--- config.mk ---
export PLATFORM = sky130hd
export DESIGN_NAME = ring_johnson_monitor
export DESIGN_NICKNAME = d
export VERILOG_FILES = /design/src/rtl/ring_johnson_monitor.sv
export SDC_FILE = /design/constraint.sdc
export NUM_CORES = 1
export LEC_CHECK = 0
export CAP_MARGIN = 15
export CORE_ASPECT_RATIO = 0.75
export CORE_UTILIZATION = 54
export DETAILED_ROUTE_END_ITERATION = 7
export PLACE_DENSITY = 0.79
export SYNTH_ARGS = -nofsm -noshare
export SYNTH_HDL_FRONTEND = slang
export SYNTH_SLANG_ARGS = --single-unit
--- constraint.sdc ---
create_clock -name clk -period 3.5 [get_ports clk]
set_input_delay 0.7 -clock clk [delete_from_list [all_inputs] [get_ports clk]]
set_output_delay 0.7 -clock clk [all_outputs]
set_load 0.005 [all_outputs]
--- src/rtl/ring_johnson_monitor.sv ---
// Sequence checker for the 4-bit ring/Johnson counter.
// Tracks step index, lock state, wrap pulses and a saturating error count.
module ring_johnson_monitor #(
  parameter int LOCK_CNT = 2,
  parameter int ERR_W    = 8
) (
  input  logic             clk,
  input  logic             clr,
  input  logic             m,
  input  logic [3:0]       q,
  output logic [2:0]       step,
  output logic             locked,
  output logic             err,
  output logic             wrap,
  output logic [ERR_W-1:0] err_cnt
);

  typedef enum logic [1:0] {
    ACQ   = 2'd0,
    LOCKD = 2'd1,
    FAULT = 2'd2
  } st_t;

  st_t             st_q, st_d;
  logic            ref_vld_q, ref_vld_d;
  logic [2:0]      ref_q, ref_d;
  logic [2:0]      acq_q, acq_d;
  logic            m_prev_q;
  logic [2:0]      step_q, step_d;
  logic            locked_q, locked_d;
  logic            err_q, err_d;
  logic            wrap_q, wrap_d;
  logic [ERR_W-1:0] ecnt_q, ecnt_d;

  logic       legal;
  logic [2:0] idx;
  logic [2:0] nxt;
  logic       is_succ;

  always_comb begin
    legal = 1'b0;
    idx   = 3'd0;
    if (!m) begin
      unique case (q)
        4'b1000: begin legal = 1'b1; idx = 3'd0; end
        4'b0100: begin legal = 1'b1; idx = 3'd1; end
        4'b0010: begin legal = 1'b1; idx = 3'd2; end
        4'b0001: begin legal = 1'b1; idx = 3'd3; end
        default: ;
      endcase
    end else begin
      unique case (q)
        4'b0000: begin legal = 1'b1; idx = 3'd0; end
        4'b1000: begin legal = 1'b1; idx = 3'd1; end
        4'b1100: begin legal = 1'b1; idx = 3'd2; end
        4'b1110: begin legal = 1'b1; idx = 3'd3; end
        4'b1111: begin legal = 1'b1; idx = 3'd4; end
        4'b0111: begin legal = 1'b1; idx = 3'd5; end
        4'b0011: begin legal = 1'b1; idx = 3'd6; end
        4'b0001: begin legal = 1'b1; idx = 3'd7; end
        default: ;
      endcase
    end
  end

  // Ring period is 4, so the successor wraps within two bits.
  always_comb begin
    nxt = ref_q + 3'd1;
    if (!m) nxt[2] = 1'b0;
    is_succ = legal && ref_vld_q && (idx == nxt);
  end

  always_comb begin
    st_d      = st_q;
    ref_vld_d = ref_vld_q;
    ref_d     = ref_q;
    acq_d     = acq_q;
    step_d    = step_q;
    err_d     = 1'b0;
    wrap_d    = 1'b0;
    ecnt_d    = ecnt_q;
    if (m != m_prev_q) begin
      st_d      = ACQ;
      ref_vld_d = legal;
      ref_d     = idx;
      acq_d     = 3'd0;
    end else begin
      unique case (st_q)
        ACQ: begin
          if (!legal) begin
            ref_vld_d = 1'b0;
            acq_d     = 3'd0;
          end else if (is_succ) begin
            ref_d = idx;
            if (acq_q + 3'd1 == 3'(LOCK_CNT)) begin
              st_d   = LOCKD;
              step_d = idx;
              acq_d  = 3'd0;
            end else begin
              acq_d = acq_q + 3'd1;
            end
          end else begin
            ref_vld_d = 1'b1;
            ref_d     = idx;
            acq_d     = 3'd0;
          end
        end
        LOCKD: begin
          if (is_succ) begin
            step_d = idx;
            ref_d  = idx;
            wrap_d = (idx == 3'd0);
          end else begin
            err_d     = 1'b1;
            st_d      = FAULT;
            ref_vld_d = 1'b0;
            if (ecnt_q != {ERR_W{1'b1}}) ecnt_d = ecnt_q + 1'b1;
          end
        end
        FAULT: begin
          st_d      = ACQ;
          ref_vld_d = legal;
          ref_d     = idx;
          acq_d     = 3'd0;
        end
        default: st_d = ACQ;
      endcase
    end
    locked_d = (st_d == LOCKD);
  end

  always_ff @(posedge clk or negedge clr) begin
    if (!clr) begin
      st_q      <= ACQ;
      ref_vld_q <= 1'b0;
      ref_q     <= 3'd0;
      acq_q     <= 3'd0;
      m_prev_q  <= 1'b0;
      step_q    <= 3'd0;
      locked_q  <= 1'b0;
      err_q     <= 1'b0;
      wrap_q    <= 1'b0;
      ecnt_q    <= '0;
    end else begin
      st_q      <= st_d;
      ref_vld_q <= ref_vld_d;
      ref_q     <= ref_d;
      acq_q     <= acq_d;
      m_prev_q  <= m;
      step_q    <= step_d;
      locked_q  <= locked_d;
      err_q     <= err_d;
      wrap_q    <= wrap_d;
      ecnt_q    <= ecnt_d;
    end
  end

  assign step    = step_q;
  assign locked  = locked_q;
  assign err     = err_q;
  assign wrap    = wrap_q;
  assign err_cnt = ecnt_q;

endmodule
# Word level (Yosys, flattened, before mapping)
# Index checks and enable logic that the tools add are counted.
# op_classes
n_addsub	3
n_eq_ne	24
muxes	37
bitwise_logic	2
n_reduce_logical	14
# ops
op	n
$mux 3	11
$pmux 3 s7	1
$eq 4x4->1 const B	4
$mux 1	14
$pmux 3 s2	2
$mux 2	5
$ne 3x3->1 const B	3
$pmux 3 s3	1
$add 8x1->8 const B	1
$eq 4x2->1 const B	2
$eq 4x3->1 const B	2
$ne 2x2->1 const B	4
$ne 8x8->1 const B	1
$reduce_or 8->1	1
$add 3x1->3 const B	2
$pmux 2 s3	1
$reduce_and 3->1	2
$reduce_and 6->1	1
$eq 2x1->1 const B	2
$eq 4x1->1 const B	1
$logic_not 4->1	1
$ne 4x4->1 const B	1
$pmux 2 s2	1
$reduce_and 4->1	1
13 further kinds	15
# word_totals
regBits	24
in_bits	7
output_inout_bits	14
wordCells	90

# Longest topological paths before layout
# Gate-level depths: netlist (run 1).
# depth
depth_word	11
depth_mapped	8
ltp_nobuf	7

# Worst setup path after synthesis (run 1)
# Ideal clock, no wire load.
# synth_path
path_type	reg-to-reg
from	reg ref_q[0]
to	reg ref_q[0]
setup_time_ns	0.128
t_arrival_ns	2.540
required_ns	3.372
path_slack_ns	0.832
path_stages_with_launch	8
n_path_buf	0
period_less_slack_ns	2.668
path_cell_list	dfrtp_1 ha_1 or3b_1 a211oi_1 and3b_1 or4b_4 a21oi_2 mux2_1
# synth_via
elab_chain_cells	6
# synth_lines
element	line_no	rtl
start, declared	26	logic [2:0] ref_q, ref_d;
start signal, assigned	147	ref_q <= ref_d;
$add 3x1->3 *	68	nxt = ref_q + 3'd1;
$mux 1	69	if (!m) nxt[2] = 1'b0;
$eq 3x3->1 *	70	is_succ = legal && ref_vld_q && (idx == nxt);
$logic_and 1x1->1 *	70	
$ne 3x3->1 (no source line) *	-	
$reduce_and 3->1 (no source line) *	-	
# Every way passes the cells marked *; elsewhere a longest branch is shown, timed or not.
# A chain may end at the register's enable or synchronous reset.

# Worst setup path after layout (run 1)
# layout_path
from	in q[1]
to	reg ref_q[0]
# layout_via
elab_chain_cells	8
word_cells_on_any_way	28
cone_classes	eq/ne: 12; mux: 10; reduce/logical: 6
# layout_lines
element	line_no	rtl
start, declared	10	input logic [3:0] q,
parallel branches: the longest is 8 deep, another holds $pmux 3 s7	-	
# Several ways; the timed one is not identified. The select of a mux whose other input is x is not followed.

==> results of run 1 <==
## power by group through the flow
stage | clock (µW) | sequential [µW] | combinational (µW)
finish | 202 | 292 | 124
global route | 211 | 293 | 136
CTS | 203 | 292 | 119
detailed placement | 0 | 297 | 119
global placement | 0 | 297 | 113
floorplan | 0 | 295 | 78.3
## metal layers
metal  vias to the layer above  GRT usage (%)  share of wire (%)
met5                         -              0                  0
met4                         0           6.05               0.70
met3                         6           6.07                5.3
met2                        40           41.3                 46
met1                       628           35.7                 48
li1                        640              -                  -
## cells in the mapped netlist, types with 2 or more instances
cell type,n
dfrtp_1,24
nand2_1,11
nand4_1,8
xor2_1,8
a21oi_1,7
inv_1,6
nand3_1,6
nor2_1,6
o31ai_1,6
and3_1,5
xnor2_1,5
buf_2,4
clkbuf_1,4
ha_1,4
a211oi_1,3
a311oi_1,3
nor3_1,3
o211ai_1,3
o21ai_1,3
a21boi_0,2
and2_1,2
mux2_1,2
mux2i_1,2
nand2b_1,2
o21ai_0,2
or3_1,2
or3b_1,2
## kinds of logic after synthesis
family	Yosys count	share of synthesized area, %
AOI/OAI and AO/OA	42	20.2
xor gates and xnor gates	13	7.67
adders and majority gates	4	3.37
buffers and inverters	14	3.88
DFF	24	40.5
muxes	4	2.87
and+or+nand+nor	56	21.6
## how the worst max path moves through the flow
| stage | start | depth (start not counted) | to | slack (ps) |
|---|---|---|---|---|
| final | q[1] | 7 | ref_q[0] | 540 |
| after global routing | q[1] | 7 | ref_q[0] | 460 |
| after CTS | q[1] | 7 | ref_q[0] | 570 |
| after detailed placement | q[1] | 7 | ref_q[0] | 210 |
| after global placement | q[1] | 7 | ref_q[0] | 340 |
| after floorplan | ref_q[0] | 7 | ref_q[0] | 830 |
## cell type report
cell class	instances	share of cell area, %
Clock buffer	3	1.24
Clock inverter	1	1.66
Inverter	6	1.24
Multi-Input combinational cell	119	45.5
Sequential cell	24	33.1
Tap cell	36	2.48
Timing Repair Buffer	28	14.8
## critical path, delay by kind of cell
family / cells / cell delay (ps)
compound gates: 2 / 370
simple gates: 3 / 1250
buf+inv: 1 / 520
mux: 1 / 340
## sequential cells by signal, summed over array words and instances (netlist names)
name       cells
err_cnt        8
acq_q          3
ref_q          3
step           3
st_q           2
err            1
locked         1
m_prev_q       1
ref_vld_q      1
wrap           1
## through the flow
| step | std cells | setup slack (ps) | utilization (%) | area [µm²] |
|---|---|---|---|---|
| 2_1_floorplan | 157 | 832 | - | 1480 |
| 3_3_place_gp | 212 | 337 | 67.1 | 1750 |
| 3_5_place_dp | 212 | 207 | 67.1 | 1750 |
| 4_1_cts | 216 | 566 | 69.1 | 1800 |
| 5_1_grt | 217 | 465 | 69.7 | 1810 |
| 6_report | 217 | 545 | 69.7 | 1810 |
## cells in the final DEF (no fill, tap or decap), types with 4 or more instances in the layout
cell             synthesis  layout
a21oi_1                  7       7
and3_1                   5       5
buf_4                    0       7
clkdlybuf4s50_1          0      20
dfrtp_1                 24      24
ha_1                     4       4
inv_1                    6       6
nand2_1                 11      11
nand3_1                  6       6
nand4_1                  8       8
nor2_1                   6       6
o31ai_1                  6       6
xnor2_1                  5       5
xor2_1                   8       8
==> results, run 1 <==
- The run finished with clean final reports.
- The ratio of routed vias to standard cells is 6.06.
- The largest incremental delay on the critical path is 560 ps.
- Sequential cells burn 47.3% of the power.
- The total clock buffers created by CTS is 3.
- The worst clock skew is 6.89 ps.
- In the post-synthesis netlist, the biggest area contributors are dfrtp_1 40%, xor2_1 4.7%, ha_1 3.4%.
- The max capacitance violation total is 0.
- The count of instances resized after the clock tree is built is 0.
- Hold repair after CTS inserted 0 buffers.
- The die is 62.5 µm wide.
- The number of cells traversed by the worst hold path is 1.
- The Yosys step of the flow raised 0 warnings.
- IR analysis of the VDD net gives a maximum drop of 0.255 mV.
- The worst path in the final design needs a cycle of 2960 ps, including I/O delays and setup.
- The number of hold violations in the final report is 0.
- Counting flops with an async set or reset pin after synthesis yields a share of 100%.
- Summing every instance area after synthesis gives 1480 µm².
- The achievable clock frequency is 338 MHz.
- The number of placement rows is 16.
- The total negative slack is 0 ps.
- The total area inside the core boundary comes to 2600 µm².
- The number of nets with antenna violations after routing is 0.
- After the last flow step, the layout net total stands at 193.
- The insertion delay to the later sink of the worst-skew pair is 320 ps.
- The internal power is 450 µW.
- Across the whole layout, storage elements account for 601 µm².
- For this design, the slowest cell found on the critical path is or4b_4.
- The number of nets handed over by synthesis was 168.
- The leakage power summed over all cells is 0.000855 µW.
- STA classifies the critical path startpoint as an input pin.
- Net switching is 27.2% of the power.
- Measured in cells, the most critical reg-to-reg path has a length of 7.
- In this run, synthesis produced a sequential element count of 24.
- The final worst-path cycle share is 84.4%.
- In this run, distinct cell masters in the synthesized netlist total 49.
- The footprint of the multi-input gates is 826 µm².
- The longest clock path from root to sink contains 2 buffers.
- The total of buffers placed on input and output ports is 20.
- After detailed routing, the number of remaining DRC violations is 0.
- The min-delay analysis places its worst path in the category reg -> reg.
- The data arrival at the endpoint of the critical path is 3180 ps.
- The required time reported for the critical path endpoint is 3720 ps.
- The max-slew violation total from the final report is 0.
- Routability-driven placement finished with a final weighted congestion of 0.839.
- The antenna diode instance count is 0.
- The signal on the critical path passes through clkdlybuf4s50_1 > or3b_1 > a211oi_1 > and3b_1 > or4b_4 > a21oi_2 > mux2_1.
- In this run the most critical hold path is launched from err_cnt[5].
- The final route contains 1314 vias.
- The HPWL after detailed placement is 2630 µm.
- The area share of the leading cell type in the synthesized netlist is 40.5%.
- Relative to the synthesized area, the layout overhead comes to 22.3%.
- After clock tree synthesis, the clock-pin slew on the worst setup and hold paths is 130 ps.
- The reg-to-reg startpoint is ref_q[0].
- The number of cells produced by synthesis is 157.
- The worst hold slack after final layout is 499 ps.
- Cells with a size suffix above 1 make up 8.84% of the layout.
- The number of setup buffers added after CTS is 0.
- The first detailed-routing pass took 4 iterations.
- The CTS H-tree depth is 1.
- At the pin with the least slew margin, the transition time is 533 ps.
- In this run the count of I/O pins placed on the die edge is 21.
- The total power is 618 µW.
- The most area-hungry cell type in the Yosys netlist is dfrtp_1.
- The number of synthesized flops with an enable pin is 0.
- The end of the worst register-to-register path is ref_q[0].
- The initial standard-cell utilization of the core is 57.0%.
- The via count of the first global-routing pass is 1165.
- The floorplan die height is 47.4 µm.
- The floorplan step defined a die boundary enclosing 2960 µm².
- The first global-routing pass estimated 5600 µm of wire.
- The critical path in this run is classified as in -> reg.
- Entering global routing, the biggest net connects 25 pins.
- The sequential area share after synthesis is 40.5%.
- After global routing the overflow that remains totals 0.
- The combinational cell fraction of total power is 20.1%.
- For this block, the routed nets add up to 3560 µm of wire.
- The minimum setup slack among reg-to-reg paths is 610 ps.
- Measured against its own limit, the worst slew margin works out to 64.2%.
- The worst setup path is captured at a flop.
- The number of setup violations in the final report is 0.
- The most used flip-flop cell after synthesis is dfrtp_1.
- The library cell used as clock root buffer is clkbuf_4.
- The clock net in this run drives a total of 24 sinks.
- The share of total power dissipated in the clock network is 32.7%.
- After the first detailed-routing iteration, the DRC count stood at 111.
- Fill cells in the final layout number 217.
- The average cell area after synthesis is 9.45 µm².
- TritonCTS built the clock tree.
- The initial antenna violation count was 0.
- The post-detailed-route wirelength per cell is 16.4 µm.
- Setup repair after global routing left no endpoint under its margin.
- Summed over all nets, the switching power comes to 168 µW.
- Along the worst path, the maximum fanout reaches 7.
- The end point of the most critical hold path is err_cnt[5].
- Global routing used 25.6% of the available tracks.
- The power per cell area is 341 nW/µm².
(Power assumes the default switching activity.)
==> inputs of run 2 (changes only) <==
--- a/config.mk
+++ b/config.mk
@@ -7,9 +7,9 @@
 export LEC_CHECK = 0
 export CAP_MARGIN = 15
 export CORE_ASPECT_RATIO = 0.75
-export CORE_UTILIZATION = 54
+export CORE_UTILIZATION = 48
 export DETAILED_ROUTE_END_ITERATION = 7
-export PLACE_DENSITY = 0.79
+export PLACE_DENSITY = 0.74
 export SYNTH_ARGS = -nofsm -noshare
 export SYNTH_HDL_FRONTEND = slang
 export SYNTH_SLANG_ARGS = --single-unit
==> constraint.sdc (replaced) <==
create_clock -name clk -period 2.5 [get_ports clk]
set_input_delay 0.5 -clock clk [delete_from_list [all_inputs] [get_ports clk]]
set_output_delay 0.5 -clock clk [all_outputs]
set_load 0.005 [all_outputs]
==> results, run 2 (synthesis gave the netlist of run 1 again) <==
- The run finished, with violations left.
- The final reports fail on negative setup slack.
- TritonCTS built the clock tree.
- The largest incremental delay on the critical path is 520 ps (-40 ps).
- The final estimated routing congestion in global placement is 0.837 (-0.29%).
- The routed design could run at a clock period as short as 2570 ps.
- The floorplan die area is 3320 µm² (+12%).
- The slowest stage of the critical path is the or4b_4 cell.
- The leakage power summed over all cells was 0.00101 µW (+19%).
- The count of hold buffers inserted by post-cts repair was 0 (unchanged).
- The data arrival at the endpoint of the critical path was 2720 ps (-460 ps).
- The number of setup violations in the final report is 3 (+3).
- The number of buffer and inverter instances along the worst setup path is 0 (-1).
- The critical path startpoint is ref_q[0].
- The element type at the critical path start is a flop.
- The worst register-to-register path ends at ref_q[0].
- The post-placement setup slack was -378 ps (-584 ps).
- The largest fanout of any net on the critical path was 4 (-3).
- The maximum root-to-sink buffer count came to 2 (unchanged).
- The CTS H-tree depth is 1 (unchanged).
- The number of placement rows is 17 (+1).
- The minimum setup slack among reg-to-reg paths is -70 ps (-680 ps).
- The total via count in the routed design is 1467 (+12%).
- The chip width is 66.2 µm (+5.9%).
- The cell count after placement is 238 (+12%).
- The register area came to 602 µm² (+0.21%).
- The total negative slack came to -116 ps (-116 ps).
- The min-delay analysis places its worst path in the category reg -> reg.
- The sequential power share came to 43.8% (-3.5 points).
- The via count of the first global-routing pass is 1362 (+17%).
- The worst relative slew slack is 51.5% (-13 points).
- The DRC violations left is 0 (unchanged).
- The CTS sink count came to 24 (unchanged).
- The switching part of the total is 28.8% (+1.7 points).
- In this run the critical register-to-register path is launched from ref_q[0].
- The internal power came to 664 µW (+48%).
- The number of nets with antenna violations after routing came to 0 (unchanged).
- The initial antenna violation count was 0 (unchanged).
- The number of optimization iterations in the first detailed-route pass was 4 (unchanged).
- The top cell types in the final layout, fill and taps aside, are 31 x buf_4, 23 x dfrtp_1, 16 x clkdlybuf4s50_1.
- The worst clock skew is 4.48 ps (-2.40 ps).
- The footprint of the multi-input gates came to 933 µm² (+13%).
- The maximum VDD drop came to 0.336 mV (+32%).
- The required time reported for the critical path endpoint was 2650 ps (-1070 ps).
- The power share of the clock group was 28.1% (-4.6 points).
- The insertion delay to the later sink of the worst-skew pair is 270 ps (-50 ps).
- The critical path's top delay family is simple AND/OR/NAND/NOR gates.
- The critical path goes through ha_4 > or3b_1 > a211oi_2 > and3b_2 > or4b_4 > a21oi_4 > mux2_4.
- The remaining global-route overflow is 0 (unchanged).
- The post-detailed-route wirelength per cell came to 17.2 µm (+4.9%).
- The slew at the pin closest to its max-slew limit is 720 ps (+187 ps).
- The combinational cell fraction of total power came to 28.1% (+8.0 points).
- The initial standard-cell utilization of the core is 50.6% (-6.5 points).
- Leaving out fill and tap cells, the most frequent cell in the layout is buf_4.
- Static timing analysis puts the maximum clock frequency at 389 MHz.
- The post-detailed-routing wire length came to 4180 µm (+18%).
- The worst setup path is of the reg -> reg kind.
- The count of boundary I/O pins was 21 (unchanged).
- The fraction of final layout cells with drive strength greater than 1 is 28.8% (+20 points).
- The combined global-route utilization of all metal layers is 24.8% (-0.80 points).
- The power per cell area is 443 nW/µm² (+30%).
- The placeable core area is 2940 µm² (+13%).
- Of the available clock period, the critical path in the final layout requires 103%.
- The max capacitance violation total is 0 (unchanged).
- The filler-free cell count of the finished design was 243 (+12%).
- Setup repair after global routing could not meet its margin everywhere.
- The worst hold slack after final layout came to 504 ps (+4.82 ps).
- The number of logic stages on the critical path including buffering is 7 (unchanged).
- The switching component of the power came to 269 µW (+60%).
- The total of buffers placed on input and output ports came to 20 (unchanged).
- The final net count is 217 (+12%).
- Clock tree synthesis selected as its root buffer the cell clkbuf_8.
- The floorplan die height is 50.2 µm (+5.8%).
- In this run the worst setup path terminates at ref_q[0].
- The clock slew seen by the registers of the worst setup and hold paths is 80 ps (-50 ps).
- The setup slack of the critical path after layout was -71.1 ps (-616 ps).
- The post-DP HPWL is 2870 µm (+8.8%).
- The ratio of routed vias to standard cells was 6.04 (-0.30%).
- The synthesis-to-finish area growth is 42.0%.
- The pin count of the biggest net entering global routing is 25 (unchanged).
- The antenna diode instance count is 0 (unchanged).
- The length in cells of the worst reg-to-reg path is 7 (unchanged).
- The endpoint kind of the worst setup timing path is a flop.
- The total clock buffers created by CTS is 3 (unchanged).
- The fill cell total of the finished layout came to 211 (-2.8%).
- The flip-flop count of the largest register after layout was 8 (unchanged).
- The number of hold violations in the final report came to 0 (unchanged).
- The global-route wire length before repair came to 6260 µm (+12%).
- The violation count after the first detailed-routing iteration came to 97 (-13%).
- The max-slew violation total from the final report is 0 (unchanged).
## run 2: layout make-up
cell class                 count  area share, %
clock buffer                   4           2.61
inverter                       6           1.07
multi-input combinational    119           44.3
sequential                    24           28.6
tap                           38           2.26
timing repair buffer          52           21.2
## run 2: worst min path at each step
stage,end,cells after the start,start
4_1_cts,err_cnt[7],1,err_cnt[7]
2_1_floorplan,acq_q[0],0,clr
3_3_place_gp,err_cnt[7],1,err_cnt[7]
6_report,err_cnt[7],1,err_cnt[7]
3_5_place_dp,err_cnt[7],1,err_cnt[7]
5_1_grt,err_cnt[7],1,err_cnt[7]
## run 2: timing repair
item                       4_1_cts  5_1_grt
cloned                           0        0
setup buffers                    0        1
gates resized for setup          5       18
pin swaps                        1        5
setup endpoints to repair        8       20
## run 2: per-stage QoR
step | util (%) | area (µm²) | power (µW)
CTS | 68.5 | 2010 | 900
floorplan | - | 1500 | 530
finish | 71.8 | 2110 | 933
detailed placement | 66.2 | 1940 | 638
global route | 71.8 | 2110 | 967
global placement | 66.2 | 1940 | 629
## run 2: power by group through the flow
| stage | Sequential (µW) | Clock (µW) | Combinational, µW |
|---|---|---|---|
| floorplan | 416 | 0 | 114 |
| CTS | 409 | 264 | 228 |
| finish | 409 | 262 | 262 |
| global placement | 415 | 0 | 214 |
| detailed placement | 416 | 0 | 222 |
| global route | 410 | 276 | 281 |
## run 2: routing by layer
layer	global-route usage, %	part of all wire, %	wire, µm	vias up
li1	-	-	-	677
met1	35.4	46	1910	729
met2	40.0	47	1980	51
met3	5.68	5.8	241	10
met4	2.13	1.0	43	0
met5	0	0	0	-
